<file path="config.mk">
export PLATFORM = sky130hd
export DESIGN_NAME = timer_ntick
export DESIGN_NICKNAME = d
export VERILOG_FILES = /design/src/rtl/timer_ntick.sv
export SDC_FILE = /design/constraint.sdc
export NUM_CORES = 1
export LEC_CHECK = 0
export CAP_MARGIN = 5
export CORE_AREA = 2 2 39 41
export DETAILED_ROUTE_END_ITERATION = 10
export DIE_AREA = 0 0 41 43
export GPL_ROUTABILITY_DRIVEN = 0
export HOLD_SLACK_MARGIN = 0.12
export PLACE_DENSITY = 0.53
export SKIP_LAST_GASP = 1
export SLEW_MARGIN = 10
export SYNTH_ARGS = -nofsm -noshare
export SYNTH_HDL_FRONTEND = slang
export SYNTH_SLANG_ARGS = --single-unit
</file>
<file path="constraint.sdc">
create_clock -name clk -period 1.2 [get_ports clk]
set_input_delay 0.18 -clock clk [delete_from_list [all_inputs] [get_ports clk]]
set_output_delay 0.18 -clock clk [all_outputs]
set_load 0.005 [all_outputs]
</file>
<file path="src/rtl/timer_ntick.sv">
// rtl/timer_ntick.sv - parametrised tick timer with prescaler, free-run/one-shot modes and load
module timer_ntick #(
    parameter int N_TICKS  = 8,
    parameter int PRESCALE = 1,
    parameter int W        = (N_TICKS > 1) ? $clog2(N_TICKS) : 1
) (
    input  logic         clk,
    input  logic         rst,
    input  logic         ena,
    input  logic         mode,
    input  logic         start,
    input  logic         load,
    input  logic [W-1:0] load_value,
    output logic [W-1:0] next_tick,
    output logic         tick,
    output logic         wrap,
    output logic         busy
);

    localparam int PW = $clog2(PRESCALE) + 1;
    localparam logic [W-1:0]  LAST  = W'(N_TICKS - 1);
    localparam logic [PW-1:0] PLAST = PW'(PRESCALE - 1);

    typedef enum logic {
        IDLE,
        RUN
    } state_t;

    state_t        state_q, state_d;
    logic [W-1:0]  count_q, count_d;
    logic [PW-1:0] presc_q, presc_d;
    logic          tick_q, tick_d;
    logic          wrap_q, wrap_d;

    always_ff @(posedge clk or posedge rst) begin
        if (rst) begin
            state_q <= IDLE;
            count_q <= '0;
            presc_q <= '0;
            tick_q  <= 1'b0;
            wrap_q  <= 1'b0;
        end else begin
            state_q <= state_d;
            count_q <= count_d;
            presc_q <= presc_d;
            tick_q  <= tick_d;
            wrap_q  <= wrap_d;
        end
    end

    always_comb begin
        state_d = state_q;
        count_d = count_q;
        presc_d = presc_q;
        tick_d  = 1'b0;
        wrap_d  = 1'b0;

        if (ena) begin
            case (state_q)
                IDLE: begin
                    if (!mode || start) begin
                        state_d = RUN;
                        presc_d = '0;
                    end
                end
                RUN: begin
                    if (presc_q == PLAST) begin
                        presc_d = '0;
                        tick_d  = 1'b1;
                        if (count_q == LAST) begin
                            count_d = '0;
                            wrap_d  = 1'b1;
                            // mode is only consulted here, so a mid-run change lands at the wrap
                            if (mode) begin
                                state_d = IDLE;
                            end
                        end else begin
                            count_d = count_q + 1'b1;
                        end
                    end else begin
                        presc_d = presc_q + 1'b1;
                    end
                end
                default: state_d = IDLE;
            endcase
        end

        // Load overrides any advance on the same edge but never ends a run
        if (load) begin
            count_d = (load_value > LAST) ? LAST : load_value;
            presc_d = '0;
            tick_d  = 1'b0;
            wrap_d  = 1'b0;
            if (state_q == RUN) begin
                state_d = RUN;
            end
        end
    end

    assign next_tick = count_q;
    assign tick      = tick_q;
    assign wrap      = wrap_q;
    assign busy      = (state_q == RUN);

endmodule
</file>
Word level (Yosys, flattened, before mapping) --
Cells that the tools add are included.
Storage, ports and cells: register bits after elaboration 7, bits in latches 0, RAM bits 0, ROM bits 0, input port bits 9, word-level logic and storage cells 46, memories 0
Operators by class: add/sub/neg operators 2, multiply operators 0, div/mod/pow operators 0, order comparisons 1, eq/ne operators 3, shift operators 0, multiplexer cells 28, bitwise gates (word level) 1, reductions and logical operators 6
Operators with widths (count):
- $mux 1 | 20
- $mux 3 | 6
- $pmux 1 s2 | 2
- $reduce_bool 2->1 | 2
- $add 3x1->3 const B | 1
- $eq 3x3->1 const B | 1
- $gt 3x3->1 const B | 1
- $ne 3x3->1 const B | 1
- $reduce_and 3->1 | 1
- $ne 2x2->1 const B | 1
- $reduce_and 2->1 | 1
- $add 1x1->1 const B | 1
- $logic_not 1->1 | 1
- $logic_or 1x1->1 | 1
- $not 1->1 | 1

Depth between registers and ports, before layout --
depth after elaboration 7, depth in mapped cells 5

Worst setup path after synthesis --
No wires, ideal clock.
path type register -> register, start reg count_q[0] (netlist: next_tick[0]), end reg count_q[1] (netlist: next_tick[1]), setup time 0.076 ns, data arrival time 1.145 ns, setup slack -0.021 ns, stages on the path, launching flop included 6, period minus slack after synthesis 1.221 ns, cell sequence dfrtp_1 > ha_1 > ha_1 > and4b_1 > a21oi_1 > o21ai_1
On the way: word-level cells in the longest chain between the ends 6, elaborated cells on any way between the ends 7, classes of those cells add/sub: 1; eq/ne: 1; mux: 5
RTL lines:
- from (decl) | RTL line 30 | logic [W-1:0] count_q, count_d;
- from (signal assigned) | RTL line 44 | count_q <= count_d;
- $add 3x1->3 / $eq 3x3->1 (equally long branches) | RTL line 78, 70
- $mux 3 (*) | RTL line 70 | if (count_q == LAST) begin
- $mux 3 (*) | RTL line 67 | if (presc_q == PLAST) begin
- $mux 3 (*) | RTL line 59 | case (state_q)
- $mux 3 (*) | RTL line 58 | if (ena) begin
- $mux 3 (*) | RTL line 89 | if (load) begin
Every way passes the cells marked *; elsewhere a longest branch is shown, timed or not. The select of a mux whose other input is x is not followed. A chain may end at the register's enable or synchronous reset.

Worst setup path in the final report --
start reg count_q[1] (netlist: next_tick[1]), end reg count_q[1] (netlist: next_tick[1])
Same word-level chain as after synthesis.

==> impl_metrics.py <==
metrics = {
    "timing": {
        "setup_viol": 2,
        "fin_crit_sh_pct": 108,
        "clock.fmax_mhz": 772,
        "finalHoldViolations": 0,
        "worst_pin_slew_ps": 253,
        "fin_ws_ps": -96.0,
        "rsz0062_at_grt": "yes",
        "hold_slack_ps": 145,
        "slew_violations": 0,
        "skew_ps": 5.60,
        "finalCriticalPeriod_ps": 1300,
        "maxSlewHeadroom_pct": 83.1,
    },
    "synth": {
        "syn_area_per_cell_sq_um": 10.9,
        "synth_cell_types": 13,
        "synthMostInstantiatedCell": "dfrtp_1",
        "ys_warn_count": 0,
        "synth-seq-area-share_pct": 53.1,
        "synth_top_area_cell": "dfrtp_1",
        "synth-async-reset-ratio_pct": 100,
        "synth_cells": 26,
        "synth-edff-count": 0,
        "syn_area_sq_um": 283,
        "ys_ff_latch": 6,
        "synth_top_area_share_pct": 53.1,
        "synth_nets": 37,
        "synth_common_cells": "dfrtp_1, a21oi_1, nand2_1",
        "ys_top_cells_by_area": "dfrtp_1, ha_1, mux2i_1",
        "synth_ff_type": "dfrtp_1",
    },
    "finish": {
        "layout.nets": 64,
        "nFillCells": 130,
        "antennaDiodeCount": 0,
        "drive_above_1_share_pct": 31.4,
        "area_growth_syn_to_layout_pct": 95.1,
    },
    "detailed_routing": {
        "wirelength_um": 709,
        "firstDrtPassIters": 4,
        "viasPerCell": 4.24,
        "wl_per_cell_um": 10.6,
        "ant_nets": 0,
        "routed-via-count": 284,
        "drt_iter0_drc": 4,
        "drc": 0,
    },
    "clock_network": {
        "cts_hold_buf": 0,
        "clock_sinks": 6,
        "cts_max_path_buffers": 2,
        "cts_tree": "done",
        "clk_pin_slew_worst_paths_ps": 50,
        "cts_buffers": 3,
        "clock_latency_ps": 250,
        "cts-root-buf": "clkbuf_4",
        "cts-htree-levels": 1,
    },
    "power": {
        "power_mw": 0.605,
        "peakVddDrop_mv": 0.365,
        "power_leakage_nw": 0.264,
        "p_per_area_mw_per_mm2": 1100,
    },
    "floorplan": {
        "start_util_pct": 20.4,
        "die_h_um": 43,
        "io_pins": 15,
        "die_w_um": 41,
        "core_region_area_sq_mm": 0.00138,
        "fp-row-count": 14,
        "die_area_sq_mm": 0.00176,
    },
    "outcome": {
        "failed_checks": "setup timing",
        "status": "finished with violations",
    },
    "flow_run": {
        "cap_violations": 0,
    },
    "grt": {
        "grt_pass1_vias": 246,
        "grt-ovfl-total": 0,
        "grt_max_degree": 8,
        "grt_pass1_wl_um": 959,
        "antenna_found_initial": 0,
        "grt_usage_pct": 8.77,
    },
    "critical_path": {
        "endpoint_kind": "flip-flop",
        "worst_ep_arrival_time_ps": 1470,
        "critPathMaxFanout": 3,
        "worstPathRequired_ps": 1380,
        "crit_type": "flip-flop to flip-flop",
        "start_kind": "flip-flop",
    },
    "placed_design": {
        "post-dp-hpwl_um": 471,
        "io_buffers": 14,
    },
    "worst_hold_path": {
        "hp-class": "input port to async pin",
    },
}
==> stage by stage <==
stage,worst slack [ps],cell area [sq um],TNS (ps),instances,utilization [%]
after floorplan,9.57,285,0,26,-
after global placement,-61.2,468,-93.5,59,33.8
after detailed placement,-52.9,468,-88.8,59,33.8
after CTS,-121,517,-484,66,37.3
after global routing,-164,552,-338,67,39.9
final,-96.0,552,-181,67,39.9
==> path summary, 6_finish.rpt <==
check | from | endpoint | slack (ps) | depth (start not counted)
max | next_tick[1] | next_tick[1] | -100 | 6
min | rst | busy | 150 | 2
max reg2reg | next_tick[1] | next_tick[1] | -100 | 6
min reg2reg | busy | busy | 640 | 3
max in group asynchronous | rst | next_tick[2] | 860 | 2
min in group clk | load_value[0] | next_tick[0] | 470 | 3
==> cell families (layout without fill, tap and decap cells) <==
group	count (synthesis)	after routing	share of synthesized area [%]
and+or+nand+nor	9	9	19.0
AOI/OAI and AO/OA	6	6	10.6
DFF	6	6	53.1
adders and majority gates	2	2	8.85
muxes	2	2	7.08
buffers and inverters	1	26	1.33
==> worst max-delay path, cell delays in order (launching register included) <==
cell	delay, ps
dfrtp_1	390
buf_6	130
ha_4	150
ha_4	150
and4b_1	230
a21oi_1	40
o21ai_1	120
==> final cells by class <==
class	count	area, sq um	area share, %
multi-input combinational	19	154	27.9
clock buffer	3	22.5	4.08
timing repair buffer	22	201	36.5
inverter	1	3.75	0.680
sequential	6	150	27.2
tap	16	20.0	3.63
==> repair_timing <==
item                                    4_1_cts  5_1_grt
endpoints found under the setup margin        7        7
resized for setup                             6       10
buffers inserted                              4        1
pin swaps                                     0        5
==> report_power, final <==
group          switching [mW]  internal [mW]
Clock                  0.0778          0.113
Sequential             0.0141          0.220
Combinational          0.0634          0.116
Total                   0.155          0.450
==> per-layer routing <==
layer | track usage, % | wire length, um | up-vias
li1 | - | - | 141
met1 | 11.7 | 301 | 123
met2 | 10.3 | 296 | 17
met3 | 3.14 | 88 | 3
met4 | 8.00 | 22 | 0
met5 | 0 | 0 | -
==> placed cells by master (no fill, tap or decap) <==
cell type | synthesis | final
nor2_1 | 2 | 2
buf_6 | 0 | 2
inv_1 | 1 | 1
nand2b_1 | 1 | 1
a21oi_1 | 3 | 3
mux2i_1 | 2 | 2
clkdlybuf4s50_1 | 0 | 8
dlygate4sd2_1 | 0 | 3
and4b_1 | 1 | 1
nor3b_2 | 1 | 1
dfrtp_1 | 6 | 6
clkdlybuf4s15_1 | 0 | 1
nand2_1 | 3 | 3
dlymetal6s2s_1 | 0 | 1
nand2_2 | 1 | 1
clkbuf_2 | 0 | 1
clkbuf_4 | 0 | 3
buf_4 | 0 | 6
ha_4 | 0 | 2
o21ai_1 | 1 | 3
==> state kept, by name, summed over array words and instances, names as in the netlist <==
name / count
tick: 1
next_tick: 3
busy: 1
wrap: 1
(Power assumes the default switching activity.)
